[src/rtl/data_store_buffer.sv]
// Posted-write store buffer between the CPU data port and data_ram.
// Stores retire into a DEPTH-entry circular FIFO and drain to RAM whenever the
// CPU leaves the RAM port idle. Loads bypass the buffer and go straight to RAM.
// Optional feature macro STORE_FWD_EN: when defined, load data is byte-merged
// with matching buffered stores; when undefined, a load while stores are
// buffered stalls until the buffer has drained.
module data_store_buffer #(
  parameter int unsigned DEPTH = 4
) (
  input  logic        clk,
  input  logic        rst,
  input  logic        cpu_ram_en_i,
  input  logic        cpu_write_en_i,
  input  logic        cpu_read_en_i,
  input  logic [31:0] cpu_addr_i,
  input  logic [3:0]  cpu_select_i,
  input  logic [31:0] cpu_data_i,
  output logic [31:0] cpu_data_o,
  output logic        stall_o,
  output logic        ram_en_o,
  output logic        ram_write_en_o,
  output logic        ram_read_en_o,
  output logic [31:0] ram_addr_o,
  output logic [3:0]  ram_select_o,
  output logic [31:0] ram_data_o,
  input  logic [31:0] ram_data_i
);

  localparam int unsigned PtrW = $clog2(DEPTH);
  localparam int unsigned CntW = PtrW + 1;

  typedef enum logic [0:0] {StEmpty, StHold} state_e;

  state_e            state_q, state_d;
  logic [29:0]       addr_q [DEPTH];
  logic [3:0]        sel_q  [DEPTH];
  logic [31:0]       data_q [DEPTH];
  logic [DEPTH-1:0]  valid_q, valid_d;
  logic [PtrW-1:0]   head_q, head_d, tail_q, tail_d;
  logic [CntW-1:0]   count_q, count_d;

  logic        is_store, is_load, full, stall, enq, deq, rd;
  logic [31:0] load_data;

  // Decode the request and decide stall / enqueue / drain / load for this cycle.
  always_comb begin
    is_store = cpu_ram_en_i & cpu_write_en_i;
    is_load  = cpu_ram_en_i & cpu_read_en_i;
    full     = (count_q == CntW'(DEPTH));
    stall    = 1'b0;
    if (rst) begin
      if ((is_store | is_load) & full) stall = 1'b1;
`ifndef STORE_FWD_EN
      // Without forwarding a load must wait until every buffered store is in RAM.
      if (is_load & (state_q == StHold)) stall = 1'b1;
`endif
    end
    // The RAM port is free for a drain only when the CPU is idle or stalled.
    deq = rst & (state_q == StHold) & valid_q[head_q] & (stall | ~(is_store | is_load));
    enq = rst & is_store & ~stall;
    rd  = is_load & ~stall;
  end

  assign stall_o = stall;

  // FIFO pointer, count and state next-state logic.
  always_comb begin
    head_d  = head_q;
    tail_d  = tail_q;
    count_d = count_q;
    valid_d = valid_q;
    if (enq) begin
      tail_d          = tail_q + PtrW'(1);
      count_d         = count_q + CntW'(1);
      valid_d[tail_q] = 1'b1;
    end
    if (deq) begin
      head_d          = head_q + PtrW'(1);
      count_d         = count_q - CntW'(1);
      valid_d[head_q] = 1'b0;
    end
    state_d = (count_d == '0) ? StEmpty : StHold;
  end

  // Control state register with synchronous active-low reset.
  always_ff @(posedge clk) begin
    if (!rst) begin
      state_q <= StEmpty;
      head_q  <= '0;
      tail_q  <= '0;
      count_q <= '0;
      valid_q <= '0;
    end else begin
      state_q <= state_d;
      head_q  <= head_d;
      tail_q  <= tail_d;
      count_q <= count_d;
      valid_q <= valid_d;
    end
  end

  // Entry payload storage; validity is tracked separately so no reset is needed.
  always_ff @(posedge clk) begin
    if (enq) begin
      addr_q[tail_q] <= cpu_addr_i[31:2];
      sel_q[tail_q]  <= cpu_select_i;
      data_q[tail_q] <= cpu_data_i;
    end
  end

`ifdef STORE_FWD_EN
  logic [PtrW-1:0] fwd_idx;

  // Merge RAM data with matching entries oldest to youngest so the youngest lane wins.
  always_comb begin
    load_data = ram_data_i;
    fwd_idx   = '0;
    for (int unsigned i = 0; i < DEPTH; i++) begin
      fwd_idx = head_q + PtrW'(i);
      if (rst && valid_q[fwd_idx] && (addr_q[fwd_idx] == cpu_addr_i[31:2])) begin
        for (int unsigned b = 0; b < 4; b++) begin
          if (sel_q[fwd_idx][b]) load_data[8*b +: 8] = data_q[fwd_idx][8*b +: 8];
        end
      end
    end
  end
`else
  assign load_data = ram_data_i;
`endif

  // RAM port mux: a load has priority, otherwise the head entry drains.
  always_comb begin
    ram_en_o       = 1'b0;
    ram_write_en_o = 1'b0;
    ram_read_en_o  = 1'b0;
    ram_addr_o     = '0;
    ram_select_o   = '0;
    ram_data_o     = '0;
    cpu_data_o     = '0;
    if (rd) begin
      ram_en_o      = 1'b1;
      ram_read_en_o = 1'b1;
      ram_addr_o    = cpu_addr_i;
      ram_select_o  = cpu_select_i;
      cpu_data_o    = load_data;
    end else if (deq) begin
      ram_en_o       = 1'b1;
      ram_write_en_o = 1'b1;
      ram_addr_o     = {addr_q[head_q], 2'b00};
      ram_select_o   = sel_q[head_q];
      ram_data_o     = data_q[head_q];
    end
  end

endmodule

[config.mk]
export PLATFORM = sky130hd
export DESIGN_NAME = data_store_buffer
export DESIGN_NICKNAME = d
export VERILOG_FILES = /design/src/rtl/data_store_buffer.sv
export SDC_FILE = /design/constraint.sdc
export NUM_CORES = 1
export LEC_CHECK = 0
export ABC_AREA = 1
export BUFFER_PORTS_ARGS = -buffer_cell sky130_fd_sc_hd__buf_4
export CORE_MARGIN = 3
export CORE_UTILIZATION = 50
export DETAILED_ROUTE_END_ITERATION = 10
export MAX_ROUTING_LAYER = met4
export PLACE_DENSITY = 0.76
export SYNTH_ARGS = -nofsm -noshare
export SYNTH_HDL_FRONTEND = slang
export SYNTH_SLANG_ARGS = --single-unit
[constraint.sdc]
create_clock -name clk -period 4.5 [get_ports clk]
set_clock_uncertainty 0.15 [all_clocks]
set_input_delay 0.45 -clock clk [delete_from_list [all_inputs] [get_ports clk]]
set_output_delay 0.45 -clock clk [all_outputs]
set_load 0.02 [all_outputs]
==> run summary <==
FLOORPLANNING
-------------------------------------------------------------------------------
Initial core utilization                                                  0.518
Width of the chip                                                        158 um
Site row count                                                               54
Vertical die dimension                                                   158 um
Total die area                                                        24900 um2
Boundary Pins                                                               209
Core ar.                                                              22200 um2

CLOCK NETWORK
-------------------------------------------------------------------------------
Number of H-tree branching levels                                             1
Number of post-CTS setup repair buffers                                       0
TritonCTS clock tree                                                        yes
CTS Root Cell                                                      sky130_fd_sc_hd__clkbuf_16
Post-CTS sizing                                                               0
Number of buffers inserted during clock tree synthesis                       28
Clock tree sinks                                                            278
Buffers from clock root to sink, at most                                      3
Clk slew on worst S/H paths                                             0.06 ns
Number of hold-repair buffers added at the cts stage                         66
Clk Latency, worst-skew pair                                            0.53 ns

PWR
-------------------------------------------------------------------------------
Power share of the clock group                                            0.403
Power density cells                                                  366 nW/um2
Switching power of the nets                                             1.10 mW
Part of the total power dissipated in sequential elements                 0.530
Proportion of total power due to net switching                            0.203
Int Power                                                               4.33 mW
Peak VDD IR                                                            0.322 mV
Leak pwr                                                                5.88 nW
Gate power share                                                          0.067
Total power after layout                                                5.43 mW

SETUP PATH
-------------------------------------------------------------------------------
Number of cells on the worst reg-to-reg path                                 11
Critical path class                                                  reg -> out
Family with the most delay on the worst path                       simple AND/OR/NAND/NOR gates
Data arrival time of the critical path                                  3.37 ns
Worst reg2reg startpoint                                           count_q[0]$_SDFF_PN0_
Capturing element type of the critical path                         output port
Delay of the slowest cell on the worst path                             0.68 ns
Count of buffer and inverter cells on the critical path                       4
Setup slack, reg-to-reg                                                 1.54 ns
Data required time at the worst endpoint                                3.90 ns
Kind of start point of the critical path                              flip-flop
Slowest-stage cell, CP                                             sky130_fd_sc_hd__clkinv_2
Critical path cell sequence                                        inv_1 > ha_1 > ha_1 > inv_1 > nand2_2 > nand3_2 > nand2_2 > nand2_4 > clkinv_2 > nand2_1 > nand2_1 > buf_4
Critical path peak fanout                                                    41

GLOBAL ROUTE
-------------------------------------------------------------------------------
Via count of the first global-routing pass                                 8106
Largest net degree at the start of global routing                            73
First-pass GRT wire length                                             41100 um
GRT Overall Usage                                                         0.213
Sum of overflow across all layers after global routing                        0
Antenna violations before repair                                              0

FINISH
-------------------------------------------------------------------------------
P&R area growth vs syn                                                    28.9%
Fraction of layout instances using a drive strength above 1               0.228
Nets                                                                       1382
Most frequent cells in the layout                                  sky130_fd_sc_hd__edfxtp_1 (264), sky130_fd_sc_hd__nor2_1 (237), sky130_fd_sc_hd__buf_4 (221)
Most common cell after layout, fill and taps aside                 sky130_fd_sc_hd__edfxtp_1
Antenna cell count                                                            0

SYNTHESIS
-------------------------------------------------------------------------------
Top-area cell type share of the netlist area                              0.689
Cell taking the most area after synthesis                          sky130_fd_sc_hd__edfxtp_1
Net count after synthesis                                                  1122
Avg Synthesized Cell Area                                              11.4 um2
Distinct cell type count after synthesis                                     25
Number of warning messages in the yosys log                                   0
Top area cells in the synthesized netlist                          sky130_fd_sc_hd__edfxtp_1 (69%), sky130_fd_sc_hd__nor2_1 (7.9%), sky130_fd_sc_hd__o21ai_0 (5.9%), sky130_fd_sc_hd__nand2_1 (4.1%), sky130_fd_sc_hd__dfxtp_1 (2.4%)
Total of flip-flops plus latches after synthesis                            278
Summed instance area of the synthesized netlist                       11500 um2
Count of mapped cells out of synthesis                                     1006
Sequential area share after synthesis                                     0.713

STA
-------------------------------------------------------------------------------
Number of hold violations in the final report                                 0
Final Max Slew Viols                                                          0
RSZ-0062 raised after global routing                                      false
Number of setup violations in the final report                                0
Time the worst path needs with I/O delays and setup                     3.97 ns
Slew at the pin with the worst max-slew slack                           1.02 ns
Remaining max-slew budget at the tightest pin                             0.317
Setup total negative slack                                                 0 ns
Max Clock Freq                                                          252 MHz
Post-route fraction of the period consumed by the critical path           0.882

MIN PATH
-------------------------------------------------------------------------------
Hold Path End                                                      tail_q[1]$_SDFFE_PN0N_
Hold crit path type                                                   in -> reg
Cell depth of the worst min-delay path                                        3
Worst Min Path Start                                                        rst

DRT
-------------------------------------------------------------------------------
Number of vias per cell                                                    5.26
Starting DRC count in detailed routing                                      532
Total vias in the final route                                              8239
Count of unresolved DRC violations after routing                              0
First-pass iteration count of the detailed router                             5
Drt wl/cell                                                             16.9 um
Routed Antenna Nets                                                           0
Total Wirelength                                                       26500 um

PLACE
-------------------------------------------------------------------------------
HPWL Detailed                                                          15000 um
Final weighted congestion of routability-driven global placement          0.773
Port-buffer cells                                                           208

RUN
-------------------------------------------------------------------------------
Total of max-cap violations                                                   0

RUN STATUS
-------------------------------------------------------------------------------
Status                                                                completed

-- worst reg2reg max path: stages (launching register included) --
cell and delay (ns):
sky130_fd_sc_hd__dfxtp_1 0.36, sky130_fd_sc_hd__inv_1 0.08, sky130_fd_sc_hd__ha_1 0.22, sky130_fd_sc_hd__ha_1 0.18, sky130_fd_sc_hd__inv_1 0.09, sky130_fd_sc_hd__nand2_2 0.07, sky130_fd_sc_hd__nand3_2 0.09, sky130_fd_sc_hd__nand2_2 0.10
sky130_fd_sc_hd__nand2_4 0.46, sky130_fd_sc_hd__clkinv_2 0.69, sky130_fd_sc_hd__nand2_1 0.26, sky130_fd_sc_hd__a21oi_1 0.10
-- area by class of cell --
class                   count  area (um2)
clock buffers              38         759
clock inverters            13         111
fillers                  1605        7400
inverters                  62         235
multi-input cells         608        2820
flip-flops and latches    278        8210
well taps                 280         350
repair buffers            288        2340
-- worst max-delay path by stage --
| stage | startpoint | end | slack [ns] | cells past startpoint |
|---|---|---|---|---|
| after floorplan | count_q[0]$_SDFF_PN0_ | addr_q[0][0]$_DFFE_PP_ | 0.05 | 6 |
| after global placement | count_q[0]$_SDFF_PN0_ | ram_select_o[2] | 1.26 | 12 |
| after detailed placement | count_q[0]$_SDFF_PN0_ | ram_addr_o[3] | 1.12 | 12 |
| after CTS | count_q[0]$_SDFF_PN0_ | ram_addr_o[3] | 0.55 | 12 |
| after global routing | count_q[0]$_SDFF_PN0_ | ram_addr_o[30] | 0.25 | 12 |
| final | count_q[0]$_SDFF_PN0_ | ram_select_o[1] | 0.53 | 12 |
-- routing by layer --
| metal | part of all wire | global-route usage |
|---|---|---|
| met4 | 0.022 | 0.0649 |
| met2 | 0.51 | 0.371 |
| met1 | 0.41 | 0.261 |
| met3 | 0.061 | 0.0268 |
| met5 | 0 | - |
-- Yosys cell counts --
master	instances
sky130_fd_sc_hd__nand2_4	1
sky130_fd_sc_hd__inv_2	8
sky130_fd_sc_hd__o211ai_1	4
sky130_fd_sc_hd__dfxtp_1	14
sky130_fd_sc_hd__buf_6	3
sky130_fd_sc_hd__xnor2_1	1
sky130_fd_sc_hd__nand3_1	8
sky130_fd_sc_hd__clkinv_2	1
sky130_fd_sc_hd__ha_1	11
sky130_fd_sc_hd__o21ai_1	1
sky130_fd_sc_hd__o21ai_0	135
sky130_fd_sc_hd__buf_4	3
sky130_fd_sc_hd__nand2_1	125
sky130_fd_sc_hd__nor2_2	1
sky130_fd_sc_hd__nor2_1	241
sky130_fd_sc_hd__o22ai_1	34
sky130_fd_sc_hd__a21oi_2	9
sky130_fd_sc_hd__edfxtp_1	264
sky130_fd_sc_hd__buf_2	19
sky130_fd_sc_hd__a21oi_1	29
sky130_fd_sc_hd__buf_1	1
sky130_fd_sc_hd__nand3_2	4
sky130_fd_sc_hd__clkbuf_1	32
sky130_fd_sc_hd__inv_1	53
sky130_fd_sc_hd__nand2_2	4
-- through the flow --
step / cell area, um2 / setup WS (ns) / cells / util / hold WS (ns)
5_1_grt: 14800 / 0.253 / 1567 / 0.667 / 0.127
3_3_place_gp: 13300 / 1.26 / 1450 / 0.598 / 0.341
4_1_cts: 14800 / 0.551 / 1567 / 0.667 / 0.114
6_report: 14800 / 0.529 / 1567 / 0.667 / 0.129
3_5_place_dp: 13300 / 1.12 / 1450 / 0.598 / 0.348
2_1_floorplan: 11500 / 0.0462 / 1006 / - / 0.313
-- sequential cells by signal, indices dropped and copies added, names as in the netlist, named ones only --
| register | flops |
|---|---|
| count_q | 3 |
| tail_q | 2 |
| head_q | 2 |
| state_q | 1 |
| sel_q | 16 |
| data_q | 128 |
| valid_q | 4 |
| addr_q | 120 |
-- logic make-up (layout without fill, tap and decap cells) --
group / count (synthesis) / in the layout / synth area share
and+or+nand+nor: 384 / 384 / 0.130
DFF: 278 / 278 / 0.713
AOI/OAI and AO/OA: 212 / 212 / 0.0997
buffers and inverters: 120 / 401 / 0.0443
adders and majority gates: 11 / 11 / 0.0120
xor gates and xnor gates: 1 / 1 / 0.000761
-- power by group through the flow --
| stage | clock network (mW) | logic (mW) | registers, mW |
|---|---|---|---|
| 2_1_floorplan | 0 | 0.139 | 2.93 |
| 3_3_place_gp | 0 | 0.309 | 2.93 |
| 3_5_place_dp | 0 | 0.316 | 2.93 |
| 4_1_cts | 2.22 | 0.364 | 2.88 |
| 5_1_grt | 2.34 | 0.397 | 2.88 |
| 6_report | 2.19 | 0.364 | 2.88 |
No activity file was read; power rests on OpenSTA's default activity.
